==> src/rtl/jt900h_fetch_pkg.sv <==
// Shared definitions for the jt900h prefetch unit: FSM encodings and fetch threshold.
package jt900h_fetch_pkg;

  typedef enum logic [1:0] {
    FS_IDLE = 2'd0,
    FS_WAIT = 2'd1,
    FS_DROP = 2'd2
  } fstate_t;

  // Free bytes that must be available before a word fetch is issued,
  // so an acknowledged word always fits in the queue.
  localparam int FETCH_SPACE = 2;

endpackage

==> src/rtl/jt900h_fetch_queue.sv <==
// Byte shift queue: pops 0-3 bytes from the head and appends 0-2 bytes at the
// tail in the same cycle. Pops larger than the fill level are clamped.
module jt900h_fetch_queue
  import jt900h_fetch_pkg::*;
#(
  parameter int QLEN = 8,
  parameter int CW   = $clog2(QLEN + 1)
) (
  input  logic          clk,
  input  logic          rst,
  input  logic          cen,
  input  logic          clear,
  input  logic [1:0]    push_n,
  input  logic [15:0]   push_data,
  input  logic [1:0]    pop_n,
  output logic [CW-1:0] count,
  output logic [CW-1:0] nxt_count,
  output logic [31:0]   head
);

  localparam int IW = $clog2(QLEN);

  logic [QLEN-1:0][7:0] q, nq;
  logic [CW-1:0]        pop_eff, rem;
  logic [CW:0]          src;
  logic [IW-1:0]        wr1;

  // Next queue contents: shift out the clamped pop, then append at the new tail
  always_comb begin
    pop_eff   = (CW'(pop_n) > count) ? count : CW'(pop_n);
    rem       = count - pop_eff;
    nq        = '0;
    src       = '0;
    wr1       = rem[IW-1:0] + IW'(1);
    for (int i = 0; i < QLEN; i++) begin
      src = (CW+1)'(i) + {1'b0, pop_eff};
      if (src < (CW+1)'(QLEN)) nq[i] = q[src[IW-1:0]];
    end
    if (push_n != 2'd0 && rem < CW'(QLEN)) nq[rem[IW-1:0]] = push_data[7:0];
    if (push_n == 2'd2 && (rem + CW'(1)) < CW'(QLEN)) nq[wr1] = push_data[15:8];
    nxt_count = clear ? '0 : rem + CW'(push_n);
  end

  // Queue storage and fill level
  always_ff @(posedge clk) begin
    if (rst) begin
      q     <= '0;
      count <= '0;
    end else if (cen) begin
      if (!clear) q <= nq;
      count <= nxt_count;
    end
  end

  // Decoder window: bytes past the fill level read as zero
  always_comb begin
    head = '0;
    for (int b = 0; b < 4; b++)
      if (CW'(b) < count) head[b*8 +: 8] = q[b];
  end

endmodule

==> src/rtl/jt900h_fetch.sv <==
// Instruction prefetch unit: fetches 16-bit words into a byte queue and
// presents a 4-byte window to the decoder; restarts on jmp.
module jt900h_fetch
  import jt900h_fetch_pkg::*;
#(
  parameter int QLEN = 8,
  parameter int AW   = 24,
  localparam int CW  = $clog2(QLEN + 1)
) (
  input  logic          clk,
  input  logic          rst,
  input  logic          cen,
  input  logic [1:0]    consume,
  input  logic          jmp,
  input  logic [31:0]   jmp_addr,
  output logic [31:0]   op,
  output logic [CW-1:0] avail,
  output logic [AW-1:0] bus_addr,
  output logic          bus_rd,
  input  logic          bus_ack,
  input  logic [15:0]   bus_din
);

  fstate_t       state, state_nxt;
  logic [AW-1:0] faddr, faddr_nxt, addr_nxt, faddr_even;
  logic          rd_nxt, ack, space, do_push;
  logic [1:0]    push_n;
  logic [15:0]   push_data;
  logic [CW-1:0] nxt_count;

  assign faddr_even = {faddr[AW-1:1], 1'b0};
  // An ack only counts against a live request
  assign ack        = bus_ack & bus_rd;
  assign space      = (int'(nxt_count) + FETCH_SPACE) <= QLEN;

  // Append on ack in WAIT; an odd fetch address keeps only the high byte
  assign do_push    = (state == FS_WAIT) && ack && !jmp;
  assign push_n     = do_push ? (faddr[0] ? 2'd1 : 2'd2) : 2'd0;
  assign push_data  = faddr[0] ? {8'h00, bus_din[15:8]} : bus_din;

  jt900h_fetch_queue #(.QLEN(QLEN), .CW(CW)) u_queue (
    .clk       (clk),
    .rst       (rst),
    .cen       (cen),
    .clear     (jmp),
    .push_n    (push_n),
    .push_data (push_data),
    .pop_n     (jmp ? 2'd0 : consume),
    .count     (avail),
    .nxt_count (nxt_count),
    .head      (op)
  );

  // Next-state, bus request and fetch pointer
  always_comb begin
    state_nxt = state;
    rd_nxt    = bus_rd;
    addr_nxt  = bus_addr;
    faddr_nxt = faddr;
    case (state)
      FS_IDLE: begin
        if (jmp) begin
          faddr_nxt = jmp_addr[AW-1:0];
        end else if (space) begin
          state_nxt = FS_WAIT;
          rd_nxt    = 1'b1;
          addr_nxt  = faddr_even;
        end
      end
      FS_WAIT: begin
        if (jmp) begin
          faddr_nxt = jmp_addr[AW-1:0];
          // A jmp coinciding with the ack leaves nothing outstanding to drop
          if (ack) begin
            state_nxt = FS_IDLE;
            rd_nxt    = 1'b0;
          end else begin
            state_nxt = FS_DROP;
          end
        end else if (ack) begin
          state_nxt = FS_IDLE;
          rd_nxt    = 1'b0;
          faddr_nxt = faddr_even + AW'(2);
        end
      end
      FS_DROP: begin
        if (jmp) faddr_nxt = jmp_addr[AW-1:0];
        if (ack) begin
          state_nxt = FS_IDLE;
          rd_nxt    = 1'b0;
        end
      end
      default: begin
        state_nxt = FS_IDLE;
        rd_nxt    = 1'b0;
      end
    endcase
  end

  // State, bus and pointer registers; everything holds while cen is low
  always_ff @(posedge clk) begin
    if (rst) begin
      state    <= FS_IDLE;
      bus_rd   <= 1'b0;
      bus_addr <= '0;
      faddr    <= '0;
    end else if (cen) begin
      state    <= state_nxt;
      bus_rd   <= rd_nxt;
      bus_addr <= addr_nxt;
      faddr    <= faddr_nxt;
    end
  end

endmodule

==> config.mk <==
export PLATFORM = sky130hd
export DESIGN_NAME = jt900h_fetch
export DESIGN_NICKNAME = d
export VERILOG_FILES = /design/src/rtl/jt900h_fetch_pkg.sv /design/src/rtl/jt900h_fetch_queue.sv /design/src/rtl/jt900h_fetch.sv
export SDC_FILE = /design/constraint.sdc
export NUM_CORES = 1
export LEC_CHECK = 0
export ABC_AREA = 0
export ABC_CLOCK_PERIOD_IN_PS = 6550
export BUFFER_PORTS_ARGS = -buffer_cell sky130_fd_sc_hd__buf_2
export CORE_ASPECT_RATIO = 1.5
export CORE_UTILIZATION = 25
export CTS_CLUSTER_SIZE = 20
export DETAILED_ROUTE_END_ITERATION = 10
export GPL_TIMING_DRIVEN = 0
export PLACE_DENSITY = 0.5
export REMOVE_ABC_BUFFERS = 1
export SYNTH_ARGS = -nofsm -noshare
export SYNTH_HDL_FRONTEND = slang
export SYNTH_SLANG_ARGS = --single-unit
==> constraint.sdc <==
create_clock -name clk -period 6.55 [get_ports clk]
set_clock_uncertainty 0.2 [all_clocks]
set_input_delay 0.9825 -clock clk [delete_from_list [all_inputs] [get_ports clk]]
set_output_delay 0.9825 -clock clk [all_outputs]
set_load 0.01 [all_outputs]
==> results of run 1 <==
## repair_timing
item / in CTS / in global routing
buffers inserted: 1 / 1
gates resized for setup: 9 / 3
pin swaps: 0 / 1
cloned: 1 / 0
endpoints found under the setup margin: 93 / 80
endpoints found under the hold margin: 0 / 0
## Yosys cell counts, types with 5 or more instances
library cell | n | area, um^2
a2bb2oi_1 | 6 | 52.6
nand2b_1 | 12 | 75.1
inv_1 | 13 | 48.8
nor2_1 | 154 | 578
and2_1 | 10 | 62.6
mux4_2 | 10 | 225
or2_2 | 5 | 31.3
o21ai_0 | 38 | 190
nor4_1 | 32 | 200
nand2_1 | 170 | 638
a32oi_1 | 24 | 210
nor2b_1 | 42 | 263
nor3_1 | 82 | 410
nand3_1 | 35 | 175
a21boi_0 | 7 | 52.6
buf_2 | 12 | 60.1
and3_1 | 13 | 81.3
a211oi_1 | 30 | 225
a2111oi_0 | 9 | 78.8
nand4_1 | 8 | 50.1
a221o_1 | 23 | 230
buf_6 | 5 | 56.3
dfxtp_1 | 118 | 2360
a21oi_1 | 63 | 315
a22oi_1 | 11 | 82.6
o211ai_1 | 16 | 120
mux2i_1 | 158 | 1580
o22ai_1 | 10 | 62.6
clkbuf_1 | 75 | 282
a221oi_1 | 7 | 61.3
ha_1 | 19 | 238
mux2_2 | 23 | 259
## power breakdown
part	total, mW	internal [mW]	switching [mW]
Combinational	0.556	0.209	0.347
Sequential	0.813	0.753	0.0596
Clock	0.985	0.575	0.411
## cells by family after synthesis
group,Yosys count
AOI/OAI and AO/OA,276
muxes,192
DFF,118
adders and majority gates,20
buffers and inverters,115
xor gates and xnor gates,6
other,2
and+or+nand+nor,584
## registers in the layout, summed over array words and instances, names as in the netlist
| name | count |
|---|---|
| faddr | 24 |
| bus_addr | 23 |
| u_queue.count | 4 |
| u_queue.q | 64 |
| state | 2 |
| bus_rd | 1 |
## cell usage in the layout (no fill, tap or decap), drive strengths merged, types with 5 or more instances in the layout
master and count:
nand2 170, mux2i 158, nor2 154, buf 131, dfxtp 118, nor3 83
a21oi 63, nor2b 43, o21ai 40, nand3 35, nor4 35, a211oi 30
a32oi 24, mux2 24, a221o 23, ha 19, clkbuf 19, inv 18
o211ai 16, and3 13, nand2b 12, a22oi 11, and2 10, o22ai 10
mux4 10, a2111oi 10, nand4 8, or2 8, a21boi 7, a221oi 7
clkinv 7, a2bb2oi 6, conb 5
## critical path, cell delays in order
cell and delay, ps:
buf_2 220, nor2b_4 300, inv_8 160, ha_1 340, nor2_1 70, a21boi_0 460, nor3_2 90, or2_4 270
buf_4 210, inv_1 1050, ha_1 420, inv_1 130, nor3_2 850, buf_6 270, a32oi_1 70, nand2_1 110
nor2_1 50, a211oi_1 280, a2111oi_0 120
## worst paths after layout
| check | start | endpoint | slack [ps] | cells past startpoint |
|---|---|---|---|---|
| min | bus_addr[3] | bus_addr[3] | 290 | 2 |
| min reg2reg | bus_addr[3] | bus_addr[3] | 290 | 2 |
| max reg2reg | u_queue.count[0] | u_queue.q[47] | 490 | 16 |
| max | jmp | u_queue.q[47] | 110 | 19 |
## per-layer routing
metal,global-route usage,part of all wire
met4,0.132,0.055
met2,0.338,0.46
met5,0,0.00030
met1,0.252,0.39
met3,0.0550,0.092
## area by class of cell
class	count	area, um^2	share of cell area
inverters	16	68.8	0.00582
multi-input cells	1084	7280	0.616
flip-flops and latches	118	2360	0.200
repair buffers	131	888	0.0752
clock inverters	13	146	0.0124
clock buffers	19	443	0.0375
well taps	500	626	0.0529
==> results.json, run 1 <==
{
  "critPathArrivalTime_ps": 6520,
  "overflow": 0,
  "final-instance-count-excl-fill": 1881,
  "startpoint_type": "primary input",
  "synth_compound_area_frac": 0.197,
  "grt_max_degree": 56,
  "yosys_warnings": 0,
  "grt_pass1_wl_um": 64100,
  "fin_crit_sh": 0.983,
  "leakagePower_nw": 4.38,
  "dp_cells": 1845,
  "syn_area_per_cell_um2": 7.61,
  "finalSetupTns_ps": 0,
  "dieArea_mm2": 0.0408,
  "synth_edf_count": 0,
  "final_util": 0.300,
  "ctsHoldBuffers": 0,
  "start_util": 0.254,
  "cp.required_ps": 6630,
  "cts_made_buffers": 17,
  "synth-xor-area-share": 0.00813,
  "cp-end-kind": "flop",
  "status": "finished, violations left",
  "die_y_um": 247,
  "dpl.hpwl_um": 28500,
  "worst_hold_slack_ps": 294,
  "power.total_mw": 2.35,
  "nFillCells": 4302,
  "slew_headroom": -0.0108,
  "setup_ws_ps": 113,
  "synthArstFlopShare": 0,
  "crit_type": "primary input to flop",
  "area_growth_pct": 18.2,
  "vias_per_cell": 5.78,
  "cap_viol_max_count": 0,
  "cts_root_buf": "clkbuf_16",
  "yosys.area_share.simple": 0.275,
  "vias": 10900,
  "placed_cell_area_mm2": 0.0111,
  "clk_pin_slew_ps": 60,
  "drt_iter0_markers": 1059,
  "postSynthCellCount": 1313,
  "synth_cell_types": 68,
  "antenna_cells": 0,
  "place_congestion": 0.876,
  "synth_top_family_by_area": "simple AND/OR/NAND/NOR gates",
  "fin_crit_ps": 6440,
  "worst_pin_slew_ps": 1520,
  "io_buffers": 106,
  "ant_nets": 0,
  "dr.pass1.iters": 9,
  "drc": 14,
  "cp_max_fo": 33,
  "grt_usage": 0.212,
  "final_layout_size_suffix_gt1_frac": 0.169,
  "num_rows": 89,
  "setup_viol": 0,
  "cts_sinks": 118,
  "muxShareOfSynthArea": 0.208,
  "netlist_area_mm2": 0.0100,
  "synth-seq-area-share": 0.236,
  "fmax_mhz": 155,
  "wl_per_cell_um": 22.8,
  "synth_fa_ha_area_frac": 0.0258,
  "hp-class": "flop to flop",
  "die_width_um": 165,
  "rsz0062_at_grt": "false",
  "clk_latency_ps": 450,
  "fin_area_mm2": 0.0118,
  "fin_nets": 1443,
  "synth_seq_cells": 118,
  "ios": 116,
  "core_area_mm2": 0.0394,
  "violations": "DRC, slew limit",
  "grt_pass1_vias": 10400,
  "maxSlewViolCount": 21,
  "antenna_found_initial": 1,
  "h-tree-depth": 4,
  "dpl_worst_slack_ps": -2800,
  "clk_path_buf_depth": 2,
  "yosys_most_used_dff": "dfxtp_1",
  "hold_viol_final": 0,
  "cts_tree": "built",
  "pwr_density_cell_mw_per_mm2": 199,
  "wl_um": 42900,
  "ir_worst_vdd_uv": 167
}
Power figures use the tool's default switching activity.
==> run 2: changes to the inputs <==
ABC_CLOCK_PERIOD_IN_PS = 7850   (was 6550)
CTS_BUF_LIST = sky130_fd_sc_hd__clkbuf_4 sky130_fd_sc_hd__clkbuf_8 sky130_fd_sc_hd__clkbuf_16   (was not set)
GPL_TIMING_DRIVEN = not set   (was 0)
PLACE_DENSITY = 0.49   (was 0.5)
clock period = 7.85 ns   (was 6.55 ns; I/O delays follow)
==> run 2 against run 1 <==
Effect of this change: the flow still finishes with violations (DRC, slew limit); clock power fell by 15%; global-route usage rose by 0.21 points; count of clock-buffer cells in the layout fell by 1; register-to-register slack improved by 1800 ps; critical path depth fell by 2.
==> results.json, run 2 (same netlist as run 1, synthesis figures left out) <==
{
  "largest_reg_flops": 64,
  "cts_made_buffers": 17,
  "fin_crit_ps": 6230,
  "num_rows": 89,
  "setup_ws_ps": 1620,
  "dpl_worst_slack_ps": 1210,
  "io_buffers": 106,
  "worstSetupStartpoint": "jmp",
  "postCtsSetupBuffers": 0,
  "start_util": 0.254,
  "fin_crit_sh": 0.793,
  "cap_viol_max_count": 0,
  "core_area_mm2": 0.0394,
  "endpoint": "u_queue.q[29]",
  "fin_nets": 1448,
  "vias_per_cell": 5.70,
  "vias": 10700,
  "grt_max_degree": 68,
  "crit_type": "primary input to flop",
  "dr.pass1.iters": 8,
  "startpoint_type": "primary input",
  "multi_input_area_mm2": 0.00721,
  "drt_iter0_markers": 944,
  "reg2reg_to": "u_queue.q[29]",
  "hold_viol_final": 0,
  "ctsResizeCount": 0,
  "dp_cells": 1854,
  "cts_root_buf": "clkbuf_16",
  "grt_pass1_vias": 10300,
  "ir_worst_vdd_uv": 132,
  "final_layout_size_suffix_gt1_frac": 0.164,
  "cp-end-kind": "flop",
  "antenna_cells": 0,
  "final_common_cell": "nand2_1",
  "place_congestion": 0.889,
  "violations": "DRC, slew limit",
  "grt_usage": 0.215,
  "grt_pass1_wl_um": 64500,
  "area_growth_pct": 16.2,
  "antenna_found_initial": 2,
  "nFillCells": 4277,
  "cp_max_fo": 12,
  "cts_tree": "built",
  "top_regs": "u_queue.q: 64 flops, faddr: 24 flops, bus_addr: 23 flops",
  "clk_path_buf_depth": 2,
  "fmax_mhz": 161,
  "hp-class": "flop to flop",
  "leakagePower_nw": 4.33,
  "maxSlewViolCount": 21,
  "ant_nets": 0,
  "r2r_slack_ps": 2280,
  "mostFrequentLayoutCells": "nand2_1, mux2i_1, nor2_1, dfxtp_1, buf_2",
  "h-tree-depth": 4,
  "dieArea_mm2": 0.0408,
  "dpl.hpwl_um": 27600,
  "status": "finished, violations left",
  "drc": 14,
  "worst_pin_slew_ps": 1510,
  "cp.required_ps": 8000,
  "cts_sinks": 118,
  "clk_pin_slew_ps": 60,
  "ios": 116,
  "wl_um": 43300,
  "wl_per_cell_um": 23.0,
  "ctsHoldBuffers": 0,
  "setup_viol": 0,
  "regMostFlops": "u_queue.q",
  "r2r-start": "u_queue.count[2]",
  "die_width_um": 165,
  "holdPathStages": 2,
  "ff_latch_area_mm2": 0.00236,
  "die_y_um": 247,
  "clk_latency_ps": 450,
  "ff2ff_path_depth": 15,
  "rsz0062_at_grt": "false",
  "critPathArrivalTime_ps": 6380,
  "pwr_density_cell_mw_per_mm2": 169,
  "overflow": 0,
  "final-instance-count-excl-fill": 1884,
  "slew_headroom": -0.00502
}
-- run 2: cell count changes in the layout (fill, tap and decap cells not counted), sizes merged --
cell / change
clkinv: -1
clkinvlp: +1
inv: -2
nor2b: -1
buf: +6
clkbuf: -1
bufinv: +1
-- run 2: metrics by stage --
step                utilization  total power, mW  TNS, ps  hold WS (ps)  instance area [um^2]
CTS                       0.295             1.97        0           300                 11600
finish                    0.295             1.96        0           293                 11600
global placement          0.280             1.13        0           275                 11000
detailed placement        0.280             1.13        0           284                 11000
floorplan                     -            0.965  -119990           267                  9570
global route              0.295             2.04        0           323                 11600
-- run 2: per-layer routing --
layer / wire, um / global-route usage / vias to the layer above
met3: 3700 / 0.0498 / 124
met2: 20100 / 0.345 / 523
met1: 17000 / 0.259 / 5112
li1: - / - / 4982
met4: 2420 / 0.123 / 2
met5: 11 / 0 / -
-- run 2: how the worst min path moves through the flow --
stage	from	slack, ps	endpoint
3_3_place_gp	bus_addr[16]	280	bus_addr[16]
4_1_cts	bus_addr[11]	300	bus_addr[11]
5_1_grt	bus_addr[13]	320	bus_addr[13]
6_report	bus_addr[23]	290	bus_addr[23]
3_5_place_dp	bus_addr[13]	280	bus_addr[13]
2_1_floorplan	u_queue.q[23]	270	u_queue.q[23]
-- run 2: power breakdown --
part           switching [mW]  total [mW]  internal [mW]  leakage [nW]
clock network           0.330       0.834          0.504         0.284
registers              0.0457       0.674          0.629         0.962
logic                   0.288       0.453          0.165          3.09
-- run 2: critical path, stage by stage --
cell	delay (ps)
buf_2	190
nor2b_2	160
clkinv_1	100
ha_1	290
o31ai_1	480
a21oi_1	150
or2_2	310
ha_1	220
inv_1	80
ha_1	440
ha_1	380
xor3_1	590
nor4_1	870
nor2_1	350
a21boi_0	220
a2bb2oi_1	180
a311oi_1	190
-- run 2: area by class of cell --
| type | count | share of cell area |
|---|---|---|
| tap | 500 | 0.0539 |
| multi-input combinational | 1083 | 0.620 |
| clock inverter | 12 | 0.0133 |
| sequential | 118 | 0.204 |
| inverter | 16 | 0.00517 |
| clock buffer | 18 | 0.0378 |
| timing repair buffer | 137 | 0.0659 |
==> run 3: changes to the inputs <==
ABC_AREA = 1   (was 0)
ABC_CLOCK_PERIOD_IN_PS = 5200   (was 7850)
PLACE_DENSITY = 0.5   (was 0.49)
clock period = 5.2 ns   (was 7.85 ns; I/O delays follow)
==> run 3 against run 2 <==
Effect of this change: the flow now finishes without violations; critical endpoint is now bus_addr[10]; non-clock buffer count grew 4; largest power group unchanged; setup slack got worse by 700 ps; flip-flop and latch count is the same; utilization increased by 0.42 points; first-iteration DRC count shrank 28%; cell count up 23%; count of clock-buffer cells in the layout increased by 1; sequential power increased by 50%; sequential share of layout area is 0.58 points higher.
==> results.json, run 3 <==
{
  "status": "complete, no violations",
  "final_layout_size_suffix_gt1_frac": 0.126,
  "reg2reg_to": "bus_addr[10]",
  "r2r_slack_ps": 1140,
  "pwr_density_cell_mw_per_mm2": 281,
  "cts_made_buffers": 17,
  "crit_type": "primary input to flop",
  "cp_slowest_cell": "fa_1",
  "overflow": 0,
  "dr.pass1.iters": 5,
  "worst_pin_slew_ps": 1120,
  "ios": 116,
  "grt_pass1_vias": 10600,
  "syn_area_per_cell_um2": 5.54,
  "fmax_mhz": 234,
  "place_congestion": 0.851,
  "largest_reg_flops": 64,
  "cts_tree": "built",
  "multi_input_area_mm2": 0.00627,
  "synth_edf_count": 0,
  "dpl.hpwl_um": 26400,
  "clk_pin_slew_ps": 60,
  "die_y_um": 242,
  "core_area_mm2": 0.0378,
  "finalSetupTns_ps": 0,
  "netlist_top_cells_count": "nand2_1, nand3_1, a21oi_1",
  "cpPeakStageDelay_ps": 440,
  "start_util": 0.255,
  "ir_worst_vdd_uv": 222,
  "vias_per_cell": 4.92,
  "cp.required_ps": 5370,
  "yosys_most_used_dff": "dfxtp_1",
  "path_common_cell": "nand2_1",
  "leakagePower_nw": 5.19,
  "vias": 11400,
  "fin_crit_sh": 0.823,
  "cp-end-kind": "flop",
  "ff2ff_path_depth": 22,
  "clk_path_buf_depth": 2,
  "synth_top_cell_area_share": 0.246,
  "critPathArrivalTime_ps": 4450,
  "worst_hold_slack_ps": 265,
  "dpl_worst_slack_ps": 443,
  "hp-class": "flop to flop",
  "cts_root_buf": "clkbuf_16",
  "startpoint_type": "primary input",
  "grt_usage": 0.197,
  "regMostFlops": "u_queue.q",
  "slew_headroom": 0.251,
  "placed_cell_area_mm2": 0.0107,
  "antenna_cells": 0,
  "setup_ws_ps": 922,
  "hold_viol_final": 0,
  "synth_area_leaders": "nand2_1, dfxtp_1, nand3_1, a21oi_1, inv_1",
  "grt_max_degree": 83,
  "ant_nets": 0,
  "r2r-start": "u_queue.count[0]",
  "die_width_um": 162,
  "mostFrequentLayoutCells": "nand2_1, nand3_1, a21oi_1, inv_1, nor2_1",
  "grt_pass1_wl_um": 58700,
  "setup_viol": 0,
  "cp_max_fo": 23,
  "io_buffers": 106,
  "synth_cell_types": 40,
  "clk_latency_ps": 440,
  "top_regs": "u_queue.q: 64 flops, faddr: 24 flops, bus_addr: 23 flops",
  "fin_crit_ps": 4280,
  "rsz0062_at_grt": "false",
  "postCtsSetupBuffers": 0,
  "endpoint": "bus_addr[10]",
  "h-tree-depth": 4,
  "postSynthCellCount": 1740,
  "maxSlewViolCount": 0,
  "synthArstFlopShare": 0,
  "nFillCells": 4225,
  "drc": 0,
  "wl_um": 38800,
  "drt_iter0_markers": 683,
  "cap_viol_max_count": 0,
  "yosysMostFrequentCell": "nand2_1",
  "num_rows": 87,
  "synth_seq_cells": 118,
  "ctsHoldBuffers": 0,
  "final_common_cell": "nand2_1",
  "yosys_warnings": 0,
  "synth_area_leader_cell": "nand2_1",
  "synth-seq-area-share": 0.245,
  "netlist_area_mm2": 0.00963,
  "fin_nets": 1891,
  "antenna_found_initial": 0,
  "cts_sinks": 118,
  "ctsResizeCount": 0,
  "area_growth_pct": 17.2,
  "fin_area_mm2": 0.0113,
  "wl_per_cell_um": 16.7,
  "ff_latch_area_mm2": 0.00236,
  "dieArea_mm2": 0.0393,
  "worstSetupStartpoint": "jmp"
}
-- run 3: cell count changes after synthesis, sizes merged, moves of 13 or more --
| cell | previous run | this run |
|---|---|---|
| a221o | 23 | 0 |
| nor4 | 35 | 2 |
| mux2i | 158 | 0 |
| and3 | 13 | 0 |
| mux2 | 24 | 0 |
| nand2 | 170 | 641 |
| clkbuf | 75 | 53 |
| nor2b | 42 | 0 |
| inv | 13 | 169 |
| nand3 | 35 | 241 |
| a21oi | 63 | 183 |
| nor3 | 83 | 13 |
| a211oi | 30 | 6 |
| a32oi | 24 | 0 |
-- run 3: cell families after synthesis --
kind of cell               Yosys count  share of synthesized area
DFF                                118                      0.245
adders and majority gates           20                     0.0268
and+or+nand+nor                   1079                      0.473
AOI/OAI and AO/OA                  254                      0.138
buffers and inverters              258                      0.106
xor gates and xnor gates             9                     0.0101
other                                2                   0.000780
-- run 3: worst min path at each step --
stage	start	endpoint	slack (ps)	cells past startpoint
CTS	bus_addr[5]	bus_addr[5]	270	2
detailed placement	bus_addr[5]	bus_addr[5]	260	2
global route	u_queue.q[48]	u_queue.q[48]	280	2
finish	bus_addr[18]	bus_addr[18]	270	2
global placement	bus_addr[18]	bus_addr[18]	250	2
floorplan	u_queue.q[48]	u_queue.q[48]	240	2
-- run 3: per-layer routing --
| layer | vias to the layer above | wire length (um) | share of wire | global-route usage |
|---|---|---|---|---|
| met4 | 0 | 2280 | 0.059 | 0.131 |
| met1 | 5210 | 14900 | 0.38 | 0.210 |
| met2 | 374 | 19200 | 0.50 | 0.350 |
| met3 | 94 | 2410 | 0.062 | 0.0356 |
| met5 | - | 0 | 0 | 0 |
| li1 | 5719 | - | - | - |
-- run 3: through the flow --
step	power (mW)	utilization	cells
floorplan	1.64	-	1656
global placement	1.95	0.283	2286
detailed placement	1.96	0.283	2286
CTS	3.20	0.299	2318
global route	3.35	0.299	2318
finish	3.17	0.299	2318
-- run 3: area by class of cell --
type	count	share of cell area
inverter	171	0.0569
multi-input combinational	1367	0.556
clock inverter	13	0.0130
timing repair buffer	141	0.0716
sequential	118	0.209
tap	489	0.0542
clock buffer	19	0.0390
-- run 3: worst max-delay path: cells and delay by family --
family | cells | cell delay [ps]
AO/OA/AOI/OAI | 1 | 140
AND/OR/NAND/NOR | 13 | 1330
buffers and inverters | 6 | 730
adder cells (fa/ha/maj) | 5 | 1460
-- run 3: power by group --
part / switching, mW / internal, mW
Sequential: 0.0506 / 0.957
Combinational: 0.661 / 0.277
Clock: 0.500 / 0.721
Total: 1.21 / 1.96
